### config.mk
export PLATFORM = sky130hd
export DESIGN_NAME = udp_tx_sched
export DESIGN_NICKNAME = d
export VERILOG_FILES = /design/src/rtl/udp_tx_sched.sv
export SDC_FILE = /design/constraint.sdc
export NUM_CORES = 1
export LEC_CHECK = 0
export ABC_AREA = 1
export CAP_MARGIN = 40
export CORE_MARGIN = 2
export CORE_UTILIZATION = 53
export DETAILED_ROUTE_END_ITERATION = 12
export PLACE_DENSITY = 0.85
export SYNTH_ARGS = -nofsm -noshare
export SYNTH_HDL_FRONTEND = slang
export SYNTH_SLANG_ARGS = --single-unit
### constraint.sdc
create_clock -name clk -period 3.4 [get_ports clk]
set_input_delay 0.34 -clock clk [delete_from_list [all_inputs] [get_ports clk]]
set_output_delay 0.34 -clock clk [all_outputs]
set_load 0.01 [all_outputs]
### src/rtl/udp_tx_sched.sv
// Round-robin scheduler sharing one udp_tx frame engine among NUM_REQ sources.
// Each frame: arbitrate, start, wait for done or watchdog, acknowledge, inter-frame gap.
module udp_tx_sched #(
    parameter int unsigned NUM_REQ = 4,
    parameter int unsigned IDX_W   = 2,
    parameter int unsigned LEN_W   = 11,
    parameter int unsigned TIMEOUT = 65535,
    parameter int unsigned IFG     = 12
) (
    input  logic                     clk,
    input  logic                     rst,
    input  logic [NUM_REQ-1:0]       req,
    input  logic [NUM_REQ*LEN_W-1:0] req_len,
    output logic [NUM_REQ-1:0]       grant,
    output logic [NUM_REQ-1:0]       req_done,
    output logic [NUM_REQ-1:0]       req_err,
    output logic                     tx_start,
    output logic [LEN_W-1:0]         tx_len,
    output logic [IDX_W-1:0]         tx_sel,
    input  logic                     tx_done,
    output logic                     busy
);

    localparam int unsigned GAP_W    = (IFG > 1) ? $clog2(IFG) : 1;
    localparam logic [15:0] TMO_LAST = 16'(TIMEOUT - 1);

    typedef enum logic [2:0] {
        S_IDLE,
        S_ARB,
        S_START,
        S_WAIT,
        S_DONE,
        S_GAP
    } state_e;

    state_e             state_q, state_d;
    logic [IDX_W-1:0]   last_ptr_q, last_ptr_d;
    logic [IDX_W-1:0]   sel_q, sel_d;
    logic [LEN_W-1:0]   len_q, len_d;
    logic [NUM_REQ-1:0] grant_q, grant_d;
    logic [NUM_REQ-1:0] done_q, done_d;
    logic [NUM_REQ-1:0] err_q, err_d;
    logic               start_q, start_d;
    logic               busy_q, busy_d;
    logic               abort_q, abort_d;
    logic [15:0]        tmo_q, tmo_d;
    logic [GAP_W-1:0]   gap_q, gap_d;

    logic               found_c;
    logic [IDX_W-1:0]   win_c;
    logic [LEN_W-1:0]   win_len_c;
    logic [LEN_W-1:0]   len_arr [NUM_REQ];

    for (genvar g = 0; g < NUM_REQ; g++) begin : g_len
        assign len_arr[g] = req_len[g*LEN_W +: LEN_W];
    end

    // First pending source after the last one served, wrapping modulo NUM_REQ.
    always_comb begin
        found_c = 1'b0;
        win_c   = '0;
        for (int unsigned i = 1; i <= NUM_REQ; i++) begin
            if (!found_c && req[IDX_W'((32'(last_ptr_q) + i) % NUM_REQ)]) begin
                found_c = 1'b1;
                win_c   = IDX_W'((32'(last_ptr_q) + i) % NUM_REQ);
            end
        end
        win_len_c = len_arr[win_c];
    end

    always_ff @(posedge clk) begin
        if (rst) begin
            state_q    <= S_IDLE;
            last_ptr_q <= IDX_W'(NUM_REQ - 1);
            sel_q      <= '0;
            len_q      <= '0;
            grant_q    <= '0;
            done_q     <= '0;
            err_q      <= '0;
            start_q    <= 1'b0;
            busy_q     <= 1'b0;
            abort_q    <= 1'b0;
            tmo_q      <= '0;
            gap_q      <= '0;
        end else begin
            state_q    <= state_d;
            last_ptr_q <= last_ptr_d;
            sel_q      <= sel_d;
            len_q      <= len_d;
            grant_q    <= grant_d;
            done_q     <= done_d;
            err_q      <= err_d;
            start_q    <= start_d;
            busy_q     <= busy_d;
            abort_q    <= abort_d;
            tmo_q      <= tmo_d;
            gap_q      <= gap_d;
        end
    end

    // Pulse outputs are registered from the state they belong to, so they lag it by one cycle.
    always_comb begin
        state_d    = state_q;
        last_ptr_d = last_ptr_q;
        sel_d      = sel_q;
        len_d      = len_q;
        grant_d    = grant_q;
        done_d     = '0;
        err_d      = '0;
        start_d    = 1'b0;
        abort_d    = abort_q;
        tmo_d      = tmo_q;
        gap_d      = gap_q;

        case (state_q)
            S_IDLE: begin
                if (|req) state_d = S_ARB;
            end
            S_ARB: begin
                if (!found_c) begin
                    state_d = S_IDLE;
                end else begin
                    sel_d   = win_c;
                    len_d   = win_len_c;
                    grant_d = NUM_REQ'(1) << win_c;
                    abort_d = 1'b0;
                    tmo_d   = '0;
                    state_d = (win_len_c == '0) ? S_DONE : S_START;
                end
            end
            S_START: begin
                start_d = 1'b1;
                state_d = S_WAIT;
            end
            S_WAIT: begin
                tmo_d = tmo_q + 16'd1;
                // tx_done takes priority over a watchdog expiring in the same cycle
                if (tx_done) begin
                    state_d = S_DONE;
                end else if (tmo_d == TMO_LAST) begin
                    abort_d = 1'b1;
                    state_d = S_DONE;
                end
            end
            S_DONE: begin
                if (abort_q) err_d  = grant_q;
                else         done_d = grant_q;
                grant_d    = '0;
                last_ptr_d = sel_q;
                gap_d      = '0;
                state_d    = (IFG > 0) ? S_GAP : S_IDLE;
            end
            S_GAP: begin
                gap_d = gap_q + GAP_W'(1);
                if (gap_q == GAP_W'(IFG - 1)) state_d = S_IDLE;
            end
            default: state_d = S_IDLE;
        endcase

        busy_d = (state_d != S_IDLE);
    end

    assign grant    = grant_q;
    assign req_done = done_q;
    assign req_err  = err_q;
    assign tx_start = start_q;
    assign tx_len   = len_q;
    assign tx_sel   = sel_q;
    assign busy     = busy_q;

endmodule

==> reports/metrics.cfg <==
[status]
status=completed

[worst_setup_path]
arrival_ns=2.97
r2r_cells=21
crit_fanout=25
slowest_delay_ns=0.51
required_ns=3.60
path_cells=inv_2 > nand2_1 > nand2_1 > nand2_1 > nand2_1 > inv_2 > nand3_2 > nand3_4 > inv_2 > nand2_1 > nand2_1 > nand2_1 > nand2_1 > inv_1 > nand2_1 > nor2_1 > nand2_1 > nand2_1 > nand2_1 > nand2_2 > nand3_2
start_kind=register
cpMostUsedCell=nand2_1
reg2reg_slack_ns=0.64
critPathSlowestCell=dfxtp_1
reg2reg_to=busy
r2r-start=last_ptr_q[0]
endpoint_kind=register
worstSetupPathType=reg -> reg

[cts]
post_cts_buffers=0
numCtsBuffers=5
hold_buffers=0
post_cts_resized=0
cts_root_buf=clkbuf_8
cts_buffer_depth=2
cts_tree=yes
htreeDepth=2
worstSkewPairLatency_ns=0.31
clk_pin_slew_ns=0.09
cts.sinks=53

[die]
die_y_microns=80.2
die_width_microns=80.2
die_area_sq_mm=0.00643
num_rows=27
start_util_pct=55.2
ios=78
core_area_sq_mm=0.00557

[timing]
fmax_mhz=362
fin_crit_ns=2.76
setup_violations=0
fin_skew_ns=0.00520
slew_violations=0
tightestPinTransition_ns=0.694
period_share_pct=81.3
setup_tns_ns=0
hold_viol_final=0
fin_hold_ws_ns=0.474
fin_ws_ns=0.636
rsz0062_at_grt=false
slew_headroom_pct=53.6

[power_and_ir_drop]
power.leakage_nw=1.77
irDropWorstVdd_mv=0.247
pwr_density_cell_mw_per_mm2=389

[global_routing]
track_usage_pct=25.4
grt-ovfl-total=0
grt_pass1_wl_microns=13000
antenna_found_initial=0
grt_max_degree=31
grt_pass1_vias=3102

[place]
pre_cts_ws_ns=0.473
io_buffer_count=77
place_hpwl_microns=6030
gp_congestion=0.879

[finish]
final_nets=616
num_antenna_cells=0
final_util_pct=71.6
drive_gt1_share_pct=5.33
num-fill-cells=489
area_delta_synth_final_pct=29.8

[min_path]
min_from=tmo_q[7]
worstHoldPathCells=2
hp-class=reg -> reg
hold_end=tmo_q[7]

[route]
drtPass1Iterations=4
first_iter_violations=146
drt-total-wl_microns=7870
num_vias=3334
detail-route-antenna-nets=0
via_per_inst=5.25
drc_errors=0
wire_per_inst_microns=12.4

[synthesis]
synth_xor_area_share_pct=3.13
ys_ff_latch=53
synth_compound_area_share_pct=10.9
seq_area_frac_synth_pct=34.5
async_flop_share_pct=0
synth_top_family_by_area=simple AND/OR/NAND/NOR gates
syn_nets=544
synth_fa_ha_area_share_pct=1.22
synth-main-ff-cell=dfxtp_1
synth_edf_count=0
syn_inst=490
synth.area.mux_share_pct=0
yosys_warnings=0
synthSimpleGateAreaFrac_pct=40.3
synthesis.area_sq_mm=0.00308
avgSynthCellArea_sq_um=6.28
synth_cell_types=37

[job]
drv_cap=0

[power by group]
group	total [mW]	switching, mW	internal [mW]	leakage [nW]
clock	0.428	0.207	0.221	0.0554
sequential	0.681	0.0258	0.656	0.431
combinational	0.445	0.250	0.194	1.29
[layer usage]
metal,vias up,wire length [microns],track usage (%)
li1,1698,-,-
met1,1507,3450,30.2
met2,108,3710,44.9
met3,21,506,5.51
met4,0,194,8.64
met5,-,0,0
[Yosys cell counts (2+ instances only)]
| library cell | number | area (sq um) |
|---|---|---|
| and2_1 | 3 | 18.8 |
| nand2_2 | 4 | 25.0 |
| buf_6 | 4 | 45.0 |
| clkbuf_1 | 7 | 26.3 |
| nand3_1 | 20 | 100 |
| xor2_1 | 8 | 70.1 |
| nand2_1 | 183 | 687 |
| nand4_1 | 17 | 106 |
| o21ai_0 | 10 | 50.1 |
| nor3_1 | 4 | 20.0 |
| buf_2 | 6 | 30.0 |
| xnor2_1 | 3 | 26.3 |
| inv_1 | 49 | 184 |
| nor2_1 | 52 | 195 |
| or2_1 | 2 | 12.5 |
| a21oi_1 | 31 | 155 |
| ha_1 | 3 | 37.5 |
| nand3_2 | 2 | 20.0 |
| inv_2 | 5 | 18.8 |
| dfxtp_1 | 53 | 1060 |
| o211ai_1 | 8 | 60.1 |
[critical path: cells and delay by family (launching register included)]
| kind | cells | cell delay, ns |
|---|---|---|
| and+or+nand+nor | 17 | 1.68 |
| DFF | 1 | 0.51 |
| buffers and inverters | 4 | 0.47 |
[registers in the layout, summed over array words and instances (netlist names)]
| signal | count |
|---|---|
| tmo_q | 16 |
| tx_len | 11 |
| gap_q | 4 |
| grant | 4 |
| req_done | 4 |
| req_err | 4 |
| state_q | 3 |
| last_ptr_q | 2 |
| tx_sel | 2 |
| abort_q | 1 |
| busy | 1 |
| tx_start | 1 |
[cells by family (layout without fill, tap and decap cells)]
kind of cell,count (synthesis),in the layout
fa+ha+maj,3,3
flops,53,53
buf+inv,72,145
compound gates,58,58
simple gates,293,293
xor+xnor,11,11
[area by class of cell]
type | instances | area, sq um | area share (%)
Clock buffer | 6 | 72.6 | 1.82
Clock inverter | 2 | 38.8 | 0.971
Inverter | 54 | 203 | 5.08
Sequential cell | 53 | 1060 | 26.6
Multi-Input combinational cell | 365 | 1710 | 42.8
Timing Repair Buffer | 83 | 820 | 20.5
Tap cell | 72 | 90.1 | 2.26
[stage by stage]
step,instances,power [mW],instance area [sq um]
after floorplan,490,0.962,3080
after global placement,626,1.12,3870
after detailed placement,627,1.13,3880
after CTS,635,1.56,3990
after global routing,635,1.64,3990
final,635,1.55,3990
[cell usage in the layout, fill, tap and decap left out, types with 2 or more instances in the layout]
master,n
xor2_1,8
xnor2_1,3
ha_1,3
dfxtp_1,53
nor3_1,4
nand3_2,2
buf_4,5
nand4_1,17
inv_2,5
clkbuf_8,5
or2_1,2
o211ai_1,8
nand2_1,183
nand2_2,4
o21ai_0,10
nand3_1,20
inv_1,49
a21oi_1,31
clkdlybuf4s50_1,77
nor2_1,52
and2_1,3
[worst max-delay path by stage]
stage,from,endpoint,slack [ns],cells past startpoint
after floorplan,tmo_q[0],busy,1.24,14
after global placement,req[3],busy,0.60,20
after detailed placement,req[3],busy,0.47,20
after CTS,last_ptr_q[0],busy,0.67,21
after global routing,last_ptr_q[0],busy,0.29,21
final,last_ptr_q[0],busy,0.64,21
No activity file was read; power rests on OpenSTA's default activity.
